`src/rtl/bram_access_arbiter_pkg.sv`:
```
// bram_access_arbiter_pkg: the arbiter FSM state type and the constants that map
// a word index onto the BRAM byte address.
package bram_access_arbiter_pkg;

   typedef enum logic [1:0] {
      ST_IDLE      = 2'd0,
      ST_WRITE     = 2'd1,
      ST_READ      = 2'd2,
      ST_READ_WAIT = 2'd3
   } state_t;

   localparam logic       BRAM_BASE_BIT = 1'b1;
   localparam int         BYTE_OFS_W    = 5;
   localparam int         BRAM_ADDR_W   = 16;
   localparam int         WORD_IDX_W    = BRAM_ADDR_W - 1 - BYTE_OFS_W;
   localparam logic [3:0] WEA_ALL       = 4'b1111;

   // The BRAM window sits in the upper half of the byte space, one word per 32 bytes.
   function automatic logic [BRAM_ADDR_W-1:0] word_to_byte_addr(input logic [WORD_IDX_W-1:0] idx);
      return {BRAM_BASE_BIT, idx, {BYTE_OFS_W{1'b0}}};
   endfunction

endpackage

```
`src/rtl/bram_access_arbiter.sv`:
```
// bram_access_arbiter: shares one BRAM port between a record-path writer and a playback-path reader.
// Define ARB_ROUND_ROBIN_EN to alternate priority on simultaneous requests; default build is write-first.
module bram_access_arbiter
   import bram_access_arbiter_pkg::*;
#(
   parameter int ADDR_W     = 10,
   parameter int DATA_W     = 32,
   parameter int WR_TIMEOUT = 8
) (
   input  logic              clk,
   input  logic              reset,
   input  logic              wr_req,
   input  logic [ADDR_W-1:0] wr_addr,
   input  logic [DATA_W-1:0] wr_data,
   output logic              wr_gnt,
   input  logic              rd_req,
   input  logic [ADDR_W-1:0] rd_addr,
   output logic              rd_gnt,
   output logic [DATA_W-1:0] rd_data,
   output logic              rd_valid,
   output logic              bram_en,
   output logic [3:0]        bram_wea,
   output logic [15:0]       bram_addr,
   output logic [DATA_W-1:0] bram_din,
   input  logic [DATA_W-1:0] bram_dout,
   output logic              wr_late,
   input  logic              clr_err
);

   localparam int              CNT_W    = $clog2(WR_TIMEOUT + 2);
   localparam logic [CNT_W-1:0] CNT_SAT = CNT_W'(WR_TIMEOUT + 1);
   localparam logic [CNT_W-1:0] CNT_LIM = CNT_W'(WR_TIMEOUT);

   state_t            r_state;
   logic              r_wr_gnt;
   logic              r_rd_gnt;
   logic              r_rd_valid;
   logic [DATA_W-1:0] r_rd_data;
   logic              r_bram_en;
   logic [3:0]        r_bram_wea;
   logic [15:0]       r_bram_addr;
   logic [DATA_W-1:0] r_bram_din;
   logic [CNT_W-1:0]  r_wait_cnt;
   logic              r_wr_late;

   logic              w_pick_wr;
   logic              w_waiting;
   logic [CNT_W-1:0]  w_cnt_nxt;

`ifdef ARB_ROUND_ROBIN_EN
   logic r_prio_wr;

   assign w_pick_wr = wr_req && (!rd_req || r_prio_wr);

   // The side just served loses the next tie.
   always_ff @(posedge clk or negedge reset) begin
      if (!reset) begin
         r_prio_wr <= 1'b1;
      end else if (r_state == ST_IDLE) begin
         if (w_pick_wr)   r_prio_wr <= 1'b0;
         else if (rd_req) r_prio_wr <= 1'b1;
      end
   end
`else
   assign w_pick_wr = wr_req;
`endif

   // Outputs are registered on the transition into each state, so every BRAM
   // control is a clean Moore output of the state it belongs to.
   always_ff @(posedge clk or negedge reset) begin
      if (!reset) begin
         r_state     <= ST_IDLE;
         r_wr_gnt    <= 1'b0;
         r_rd_gnt    <= 1'b0;
         r_rd_valid  <= 1'b0;
         r_rd_data   <= '0;
         r_bram_en   <= 1'b0;
         r_bram_wea  <= '0;
         r_bram_addr <= word_to_byte_addr('0);
         r_bram_din  <= '0;
      end else begin
         // NOTE: non-blocking assignments throughout; the pulse defaults below are
         // overridden later in the same block, and the last assignment wins.
         r_wr_gnt   <= 1'b0;
         r_rd_gnt   <= 1'b0;
         r_rd_valid <= 1'b0;
         r_bram_en  <= 1'b0;
         r_bram_wea <= '0;
         case (r_state)
            ST_IDLE: begin
               if (w_pick_wr) begin
                  r_state     <= ST_WRITE;
                  r_wr_gnt    <= 1'b1;
                  r_bram_en   <= 1'b1;
                  r_bram_wea  <= WEA_ALL;
                  r_bram_addr <= word_to_byte_addr(WORD_IDX_W'(wr_addr));
                  r_bram_din  <= wr_data;
               end else if (rd_req) begin
                  r_state     <= ST_READ;
                  r_rd_gnt    <= 1'b1;
                  r_bram_en   <= 1'b1;
                  r_bram_addr <= word_to_byte_addr(WORD_IDX_W'(rd_addr));
               end
            end
            ST_WRITE:     r_state <= ST_IDLE;
            ST_READ:      r_state <= ST_READ_WAIT;
            ST_READ_WAIT: begin
               r_rd_data  <= bram_dout;
               r_rd_valid <= 1'b1;
               r_state    <= ST_IDLE;
            end
            default:      r_state <= ST_IDLE;
         endcase
      end
   end

   assign w_waiting = wr_req && !r_wr_gnt;
   assign w_cnt_nxt = !w_waiting            ? '0 :
                      (r_wait_cnt == CNT_SAT) ? CNT_SAT : r_wait_cnt + CNT_W'(1);

   // A late flag raised in the same cycle as clr_err must survive it.
   always_ff @(posedge clk or negedge reset) begin
      if (!reset) begin
         r_wait_cnt <= '0;
         r_wr_late  <= 1'b0;
      end else begin
         r_wait_cnt <= w_cnt_nxt;
         if (w_cnt_nxt > CNT_LIM) r_wr_late <= 1'b1;
         else if (clr_err)        r_wr_late <= 1'b0;
      end
   end

   assign wr_gnt    = r_wr_gnt;
   assign rd_gnt    = r_rd_gnt;
   assign rd_valid  = r_rd_valid;
   assign rd_data   = r_rd_data;
   assign bram_en   = r_bram_en;
   assign bram_wea  = r_bram_wea;
   assign bram_addr = r_bram_addr;
   assign bram_din  = r_bram_din;
   assign wr_late   = r_wr_late;

endmodule

```
`config.mk`:
```
export PLATFORM = sky130hd
export DESIGN_NAME = bram_access_arbiter
export DESIGN_NICKNAME = d
export VERILOG_FILES = /design/src/rtl/bram_access_arbiter_pkg.sv /design/src/rtl/bram_access_arbiter.sv
export SDC_FILE = /design/constraint.sdc
export NUM_CORES = 1
export LEC_CHECK = 0
export CAP_MARGIN = 0
export CORE_ASPECT_RATIO = 0.9
export CORE_MARGIN = 2
export CORE_UTILIZATION = 39
export CTS_BUF_LIST = sky130_fd_sc_hd__clkbuf_16
export CTS_CLUSTER_SIZE = 12
export DETAILED_ROUTE_END_ITERATION = 8
export MAX_ROUTING_LAYER = met4
export PLACE_DENSITY_LB_ADDON = 0.25
export REMOVE_ABC_BUFFERS = 1
export SKIP_CTS_REPAIR_TIMING = 1
export SLEW_MARGIN = 30
export SYNTH_ARGS = -nofsm -noshare
export SYNTH_HDL_FRONTEND = slang
export SYNTH_SLANG_ARGS = --single-unit
export TNS_END_PERCENT = 1
```
`constraint.sdc`:
```
create_clock -name clk -period 1.85 [get_ports clk]
set_input_delay 0.37 -clock clk [delete_from_list [all_inputs] [get_ports clk]]
set_output_delay 0.37 -clock clk [all_outputs]
set_load 0.1 [all_outputs]
```
# Yosys cells after proc, flatten, opt, wreduce, memory -nomap -nowiden
# Cells that the tools add are included.
# totals
reg_bits,95
out_inout_bits,89
elab_cells,45
# op_classes
n_addsub,1
magnitude_cmp,1
eq_ne,5
n_mux,19
n_reduce_logical,8
# ops
cell,n
16-bit two-way mux,2
4-bit two-way mux,4
1-bit two-way mux,10
2-bit case mux with 3 select lines,1
"4-bit by 1-bit adder with 4-bit output, second input constant",1
"2-bit == test, second input constant",2
"4-bit == test, second input constant",1
"4-bit greater-than comparator, second input constant",1
2-bit two-way mux,2
2-bit AND reduction,2
2-bit nonzero test,2
"3-bit inequality test, second input constant",1
"2-bit by 1-bit == test with 1-bit output, second input constant",1
2-bit zero test,1
2-bit OR reduction,1
1-bit logical AND,1
1-bit zero test,1

# Longest topological paths before layout
# Gate-level depths: netlist of run 1.
# logic_depth
ltp_word,5
depth_mapped,5

# Least setup slack after synthesis of run 1
# No wires, ideal clock.
# synth_path
path_kind,reg2out
start,"register, netlist name bram_wea[2]"
end,output bram_wea[0]
arrival_ns,1.383
path_slack_ns,0.097
stages_incl_launch_ff,2
n_path_buf,1
cell_sequence,dfrtp_1 buf_4
# synth_rtl
element,line_no,text
"end, declared",bram_access_arbiter.sv:22,"output logic [3:0] bram_wea,"

# Worst setup path after layout of run 1
# layout_path
start,input wr_req
end,"register r_bram_addr[14], in the netlist bram_addr[14]"
# layout_via
elab_chain_len,2
word_cells_on_any_way,3
cone_classes,1 x mux; 2 x reduce/logical
# layout_rtl
element,line_no,text
"start, declared",bram_access_arbiter.sv:12,"input logic wr_req,"
2-bit nonzero test (no source line),--,
2-bit AND reduction (no source line),--,
"end signal, assigned",bram_access_arbiter.sv:79,r_bram_addr <= word_to_byte_addr('0);
"end signal, assigned",bram_access_arbiter.sv:96,r_bram_addr <= word_to_byte_addr(WORD_IDX_W'(wr_addr));
"end signal, assigned",bram_access_arbiter.sv:102,r_bram_addr <= word_to_byte_addr(WORD_IDX_W'(rd_addr));
"end, declared",bram_access_arbiter.sv:41,logic [15:0] r_bram_addr;
# Parallel ways exist; a longest one is shown, timed or not.
# A chain may end at the register's enable or synchronous reset.

==> results of run 1 <==
-- worst max-delay path by stage --
stage                          startpoint                        end  slack (ns)  cells past startpoint
floorplan           bram_wea[2]$_DFF_PN0_        wr_late$_DFFE_PN0P_       -2.06                      2
global placement                   wr_req   bram_addr[6]$_DFFE_PN0P_       -0.07                      6
detailed placement                 wr_req  bram_addr[14]$_DFFE_PN0P_       -0.09                      6
CTS                 bram_wea[2]$_DFF_PN0_                bram_wea[2]        0.25                      1
global route                       wr_req  bram_addr[14]$_DFFE_PN0P_        0.19                      6
finish                             wr_req  bram_addr[14]$_DFFE_PN0P_        0.25                      6
-- metrics by stage --
step                      instances  hold WS, ns  util [%]  setup WS [ns]  setup TNS [ns]
after global placement          501        0.305      70.9        -0.0707           -2.16
after CTS                       517      -0.0501      74.3          0.253               0
after detailed placement        501        0.304      70.9        -0.0943           -2.68
after floorplan                 203       0.0744         -          -2.06          -19.07
final                           518        0.490      74.4          0.253               0
after global routing            518        0.534      74.4          0.190               0
-- logic make-up (layout without fill, tap and decap cells) --
group                    after synthesis  after routing
AO/OA/AOI/OAI                          4              4
XOR/XNOR                               1              1
adder cells (fa/ha/maj)                2              2
buffers and inverters                 23            199
flip-flops                            85             85
multiplexers                          85             85
other                                  2              6
AND/OR/NAND/NOR                       17             17
-- Yosys cell counts --
cell	instances
nand2_1	1
clkbuf_2	1
nand3b_1	1
nand2b_1	2
buf_2	5
buf_6	3
nor3_1	1
clkbuf_1	1
buf_4	10
nor3b_1	1
and4b_1	1
conb_1	2
o41ai_1	1
mux2i_1	1
dfrtp_1	85
a21oi_1	3
and4_1	1
inv_1	3
ha_1	2
nor3_4	1
xor2_1	1
mux2_2	84
nor4b_1	1
nor2_1	6
nand3_1	1
-- layout by cell type (no fill, tap or decap), types with 3 or more instances in the layout --
| cell type | Yosys | layout |
|---|---|---|
| clkdlybuf4s50_1 | 0 | 87 |
| dfrtp_1 | 85 | 85 |
| mux2_2 | 84 | 84 |
| buf_12 | 0 | 84 |
| clkbuf_16 | 0 | 9 |
| buf_4 | 10 | 8 |
| nor2_1 | 6 | 6 |
| conb_1 | 2 | 6 |
| inv_1 | 3 | 4 |
| a21oi_1 | 3 | 3 |
-- sequential cells by signal, summed over array words and instances, names as in the netlist --
register	count
bram_din	32
rd_data	32
bram_addr	10
r_wait_cnt	4
r_state	2
bram_en	1
bram_wea	1
rd_gnt	1
rd_valid	1
wr_late	1
-- critical path, delay by kind of cell --
| family | cells | cell delay, ns |
|---|---|---|
| buffers and inverters | 3 | 0.90 |
| muxes | 1 | 0.35 |
| and+or+nand+nor | 2 | 0.19 |
-- area by class of cell --
cell class	instances	area (sq um)	share of cell area, %
multi-input combinational	115	1140	18.0
clock buffer	9	225	3.55
timing repair buffer	180	2620	41.3
inverter	3	11.3	0.177
clock inverter	7	67.6	1.06
tap	119	149	2.35
sequential	85	2130	33.5
-- metal layers --
metal	global-route usage, %	wire length (um)	part of all wire [%]	up-vias
met5	-	0	0	-
met4	3.89	72	0.87	0
met3	6.57	593	7.2	7
met2	32.7	4500	54	99
met1	21.2	3100	38	1178
li1	-	-	-	1093
==> impl_metrics.yaml, run 1 <==
setup_path:
  r2r-start: "r_wait_cnt[0]$_DFF_PN0_"
  critPathArrivalTime_ns: 1.81
  r2r_slack_ns: 0.45
  required_ns: 2.06
  critical_path.max_stage_delay_ns: 0.50
  start_kind: "input port"
  cp_cell_sequence: "clkdlybuf4s50_1 > buf_4 > nor2_1 > nor3_1 > buf_4 > mux2_2"
  end_kind: "flip-flop"
  rr_endpoint: "wr_late$_DFFE_PN0P_"
  rr_worst_depth: 3
  cpMostUsedCell: "buf_4"
  crit_fanout: 11
  cp_slowest_cell: "clkdlybuf4s50_1"
  worstSetupPathType: "input port to flip-flop"
synthesis:
  synth_top_family_by_area: "multiplexers"
  synth_mux_area_share_pct: 28.0
  synth_top_area_cell: "dfrtp_1"
  yosys_warnings: 0
  postSynthAreaPerCell_sq_um: 15.6
  synth_top_area_share_pct: 62.4
  synth_xor_area_share_pct: 0.257
  synthAdderAreaFrac_pct: 0.734
  synth_compound_area_share_pct: 0.697
  yosysSeqAreaShare_pct: 62.4
  ys_types: 25
  synth_top_cells_by_area: "dfrtp_1 (62%), mux2_2 (28%), buf_4 (2.2%)"
  syn_inst: 219
  synth_seq_cells: 85
  synth_simple_gate_area_share_pct: 3.16
  syn_area_sq_um: 3410
cts:
  clkTransAtPathRegs_ns: 0.06
  cts_num_sinks: 85
  cts_tree: "done"
  ctsLongestPathBuffers: 2
  worst_skew_pair.late_latency_ns: 0.33
  clockRootBuffer: "clkbuf_16"
  cts_buffers: 9
  cts.htree.levels: 3
grt:
  grt_pass1_vias: 2666
  grt_pass1_wl_mm: 13.2
  grt_max_degree: 48
  overflow: 0
  track_usage_pct: 18.9
  antenna_found_initial: 0
die:
  io_pins: 178
  fp.dieH_um: 92.7
  die_area_sq_um: 9510
  start_util_pct: 40.0
  rows: 32
  core-area_sq_um: 8530
  die_w_um: 103
sta:
  period_needed_ns: 1.60
  final_max_slew_viol_count: 0
  fin_skew_ns: 0.00603
  setup_viol: 0
  final.period_utilization_pct: 86.3
  max_freq_mhz: 626
  rsz0062_at_grt: "false"
  hold_viol: 0
detailed_routing:
  antenna_left: 0
  wire_per_inst_um: 16.0
  drt-pass1-iter-count: 4
  drcViolationCount: 0
  vias_per_cell: 4.59
  drt-initial-drc-count: 45
  vias: 2377
  routed_wl_mm: 8.27
cells_and_area:
  final_area_sq_um: 6350
  antenna_cells: 0
  fillCellCount: 586
  nets: 485
  drive_gt1_share_pct: 47.9
  syn_to_final_growth_pct: 86.1
flow_run:
  cap_violations: 0
place:
  place_congestion: 0.735
  post-dp-hpwl_mm: 6.39
  port_buffers: 171
  placed_area_sq_um: 6040
run_status:
  outcome: "finished clean"
worst_hold_path:
  hp-class: "input port to asynchronous set/reset pin"
Power of run 1 is left out: the tool's default activity adds up to more than one toggle a clock period on the data nets, which glitch-free logic cannot reach.
==> run 2, diff against run 1 <==
CORE_UTILIZATION = 43   (was 39)
SLEW_MARGIN = not set   (was 30)
clock period = 2 ns   (was 1.85 ns; I/O delays follow)
==> run 2 against run 1 <==
The run now ends with hold timing left. First-iteration DRC count down 44%. Wire length fell by 6.8%. Worst hold slack lost 0.50 ns. Setup slack improved by 0.096 ns. Utilization is 4.8 points lower. Sequential share of layout area up 6.6 points. Die area fell by 8.9%. Register-to-register slack improved by 0.13 ns. Final area decreased by 16%. Clock skew is essentially flat. Via count decreased by 0.46%. Non-clock buffer count stayed put. Critical path type unchanged.
==> impl_metrics.yaml, run 2 (synthesis results as in run 1) <==
run_status:
  outcome: "finished, violations left"
  violations: "hold timing"
setup_path:
  start_kind: "input port"
  cp_slowest_cell: "clkdlybuf4s50_1"
  required_ns: 2.21
  end_kind: "flip-flop"
  cp_cell_sequence: "clkdlybuf4s50_1 > buf_4 > nor2_1 > nor3_1 > buf_4 > mux2_2"
  worstSetupPathType: "input port to flip-flop"
  critPathArrivalTime_ns: 1.86
  crit_fanout: 8
  r2r_slack_ns: 0.58
  cpMostUsedCell: "buf_4"
  critical_path.max_stage_delay_ns: 0.51
  rr_worst_depth: 3
  crit_buf_inv: 3
  rr_endpoint: "bram_addr[9]$_DFFE_PN0P_"
  crit_family: "buffers and inverters"
  r2r-start: "r_state[1]$_DFFE_PN0P_"
sta:
  whs_ns: -0.0140
  setup_viol: 0
  period_needed_ns: 1.65
  rsz0062_at_grt: "false"
  max_freq_mhz: 606
  final_max_slew_viol_count: 0
  fin_skew_ns: 0.00586
  final.period_utilization_pct: 82.5
  hold_viol: 8
detailed_routing:
  antenna_left: 0
  routed_wl_mm: 7.71
  drt-pass1-iter-count: 4
  drcViolationCount: 0
  vias_per_cell: 4.78
  vias: 2366
  wire_per_inst_um: 15.6
  drt-initial-drc-count: 25
place:
  place_congestion: 0.687
  port_buffers: 171
  place_inst: 479
  post-dp-hpwl_mm: 5.86
grt:
  grt_max_degree: 34
  overflow: 0
  antenna_found_initial: 0
  track_usage_pct: 18.5
  grt_pass1_vias: 2518
  grt_pass1_wl_mm: 12.1
cts:
  clkTransAtPathRegs_ns: 0.06
  clockRootBuffer: "clkbuf_16"
  ctsLongestPathBuffers: 2
  cts_num_sinks: 85
  cts_tree: "done"
  worst_skew_pair.late_latency_ns: 0.33
  cts_buffers: 9
  cts.htree.levels: 3
cells_and_area:
  final_common_cell: "buf_4"
  nets: 485
  fin_cells: 495
  final_util_pct: 69.6
  syn_to_final_growth_pct: 55.5
  antenna_cells: 0
  final_cell_mix: "buf_4 (90), clkdlybuf4s50_1 (87), dfrtp_1 (85)"
  drive_gt1_share_pct: 48.4
die:
  die_w_um: 97.9
  rows: 30
  fp.dieH_um: 88.5
  io_pins: 178
  die_area_sq_um: 8660
  start_util_pct: 44.7
  core-area_sq_um: 7620
worst_hold_path:
  hp-class: "input port to asynchronous set/reset pin"
flow_run:
  cap_violations: 0
[run 2: cell types whose count changed in the layout (fill, tap and decap cells not counted), sizes merged]
cell,previous run,this run
clkinvlp,1,2
dlygate4sd3,1,0
clkinv,4,3
buf,92,93
[run 2: per-stage QoR]
step	TNS (ns)	worst slack (ns)	instance area (sq um)
floorplan	-17.72	-1.91	3280
global placement	0	0.0179	5010
detailed placement	0	0.00349	5010
CTS	0	0.346	5300
global route	0	0.282	5300
finish	0	0.349	5300
[run 2: area by class of cell]
cell class | count | area, sq um
timing repair buffer | 180 | 1610
sequential | 85 | 2130
inverter | 3 | 11.3
fill | 572 | 2320
multi-input combinational | 115 | 1140
clock inverter | 7 | 67.6
tap | 96 | 120
clock buffer | 9 | 225
[run 2: worst reg2reg max path, cell delays in order (launching register included)]
cell,delay (ns)
dfrtp_1,0.45
nor3_1,0.29
buf_4,0.22
mux2_2,0.35
[run 2: how the worst max path moves through the flow]
stage	start	end	slack, ns	depth (start not counted)
final	wr_req	bram_addr[9]$_DFFE_PN0P_	0.35	6
after global routing	wr_req	bram_addr[9]$_DFFE_PN0P_	0.28	6
after CTS	wr_req	bram_addr[9]$_DFFE_PN0P_	0.35	6
after detailed placement	wr_req	bram_addr[9]$_DFFE_PN0P_	0.003	6
after global placement	wr_req	bram_addr[9]$_DFFE_PN0P_	0.02	6
after floorplan	bram_wea[2]$_DFF_PN0_	wr_late$_DFFE_PN0P_	-1.91	2
[run 2: per-layer routing]
layer / global-route usage (%) / up-vias / wire (um)
met2: 31.8 / 104 / 4080
li1: - / 1096 / -
met1: 20.6 / 1159 / 3020
met4: 6.82 / 0 / 90
met5: - / - / 0
met3: 5.69 / 7 / 520
Power of run 2 is left out for the same reason.
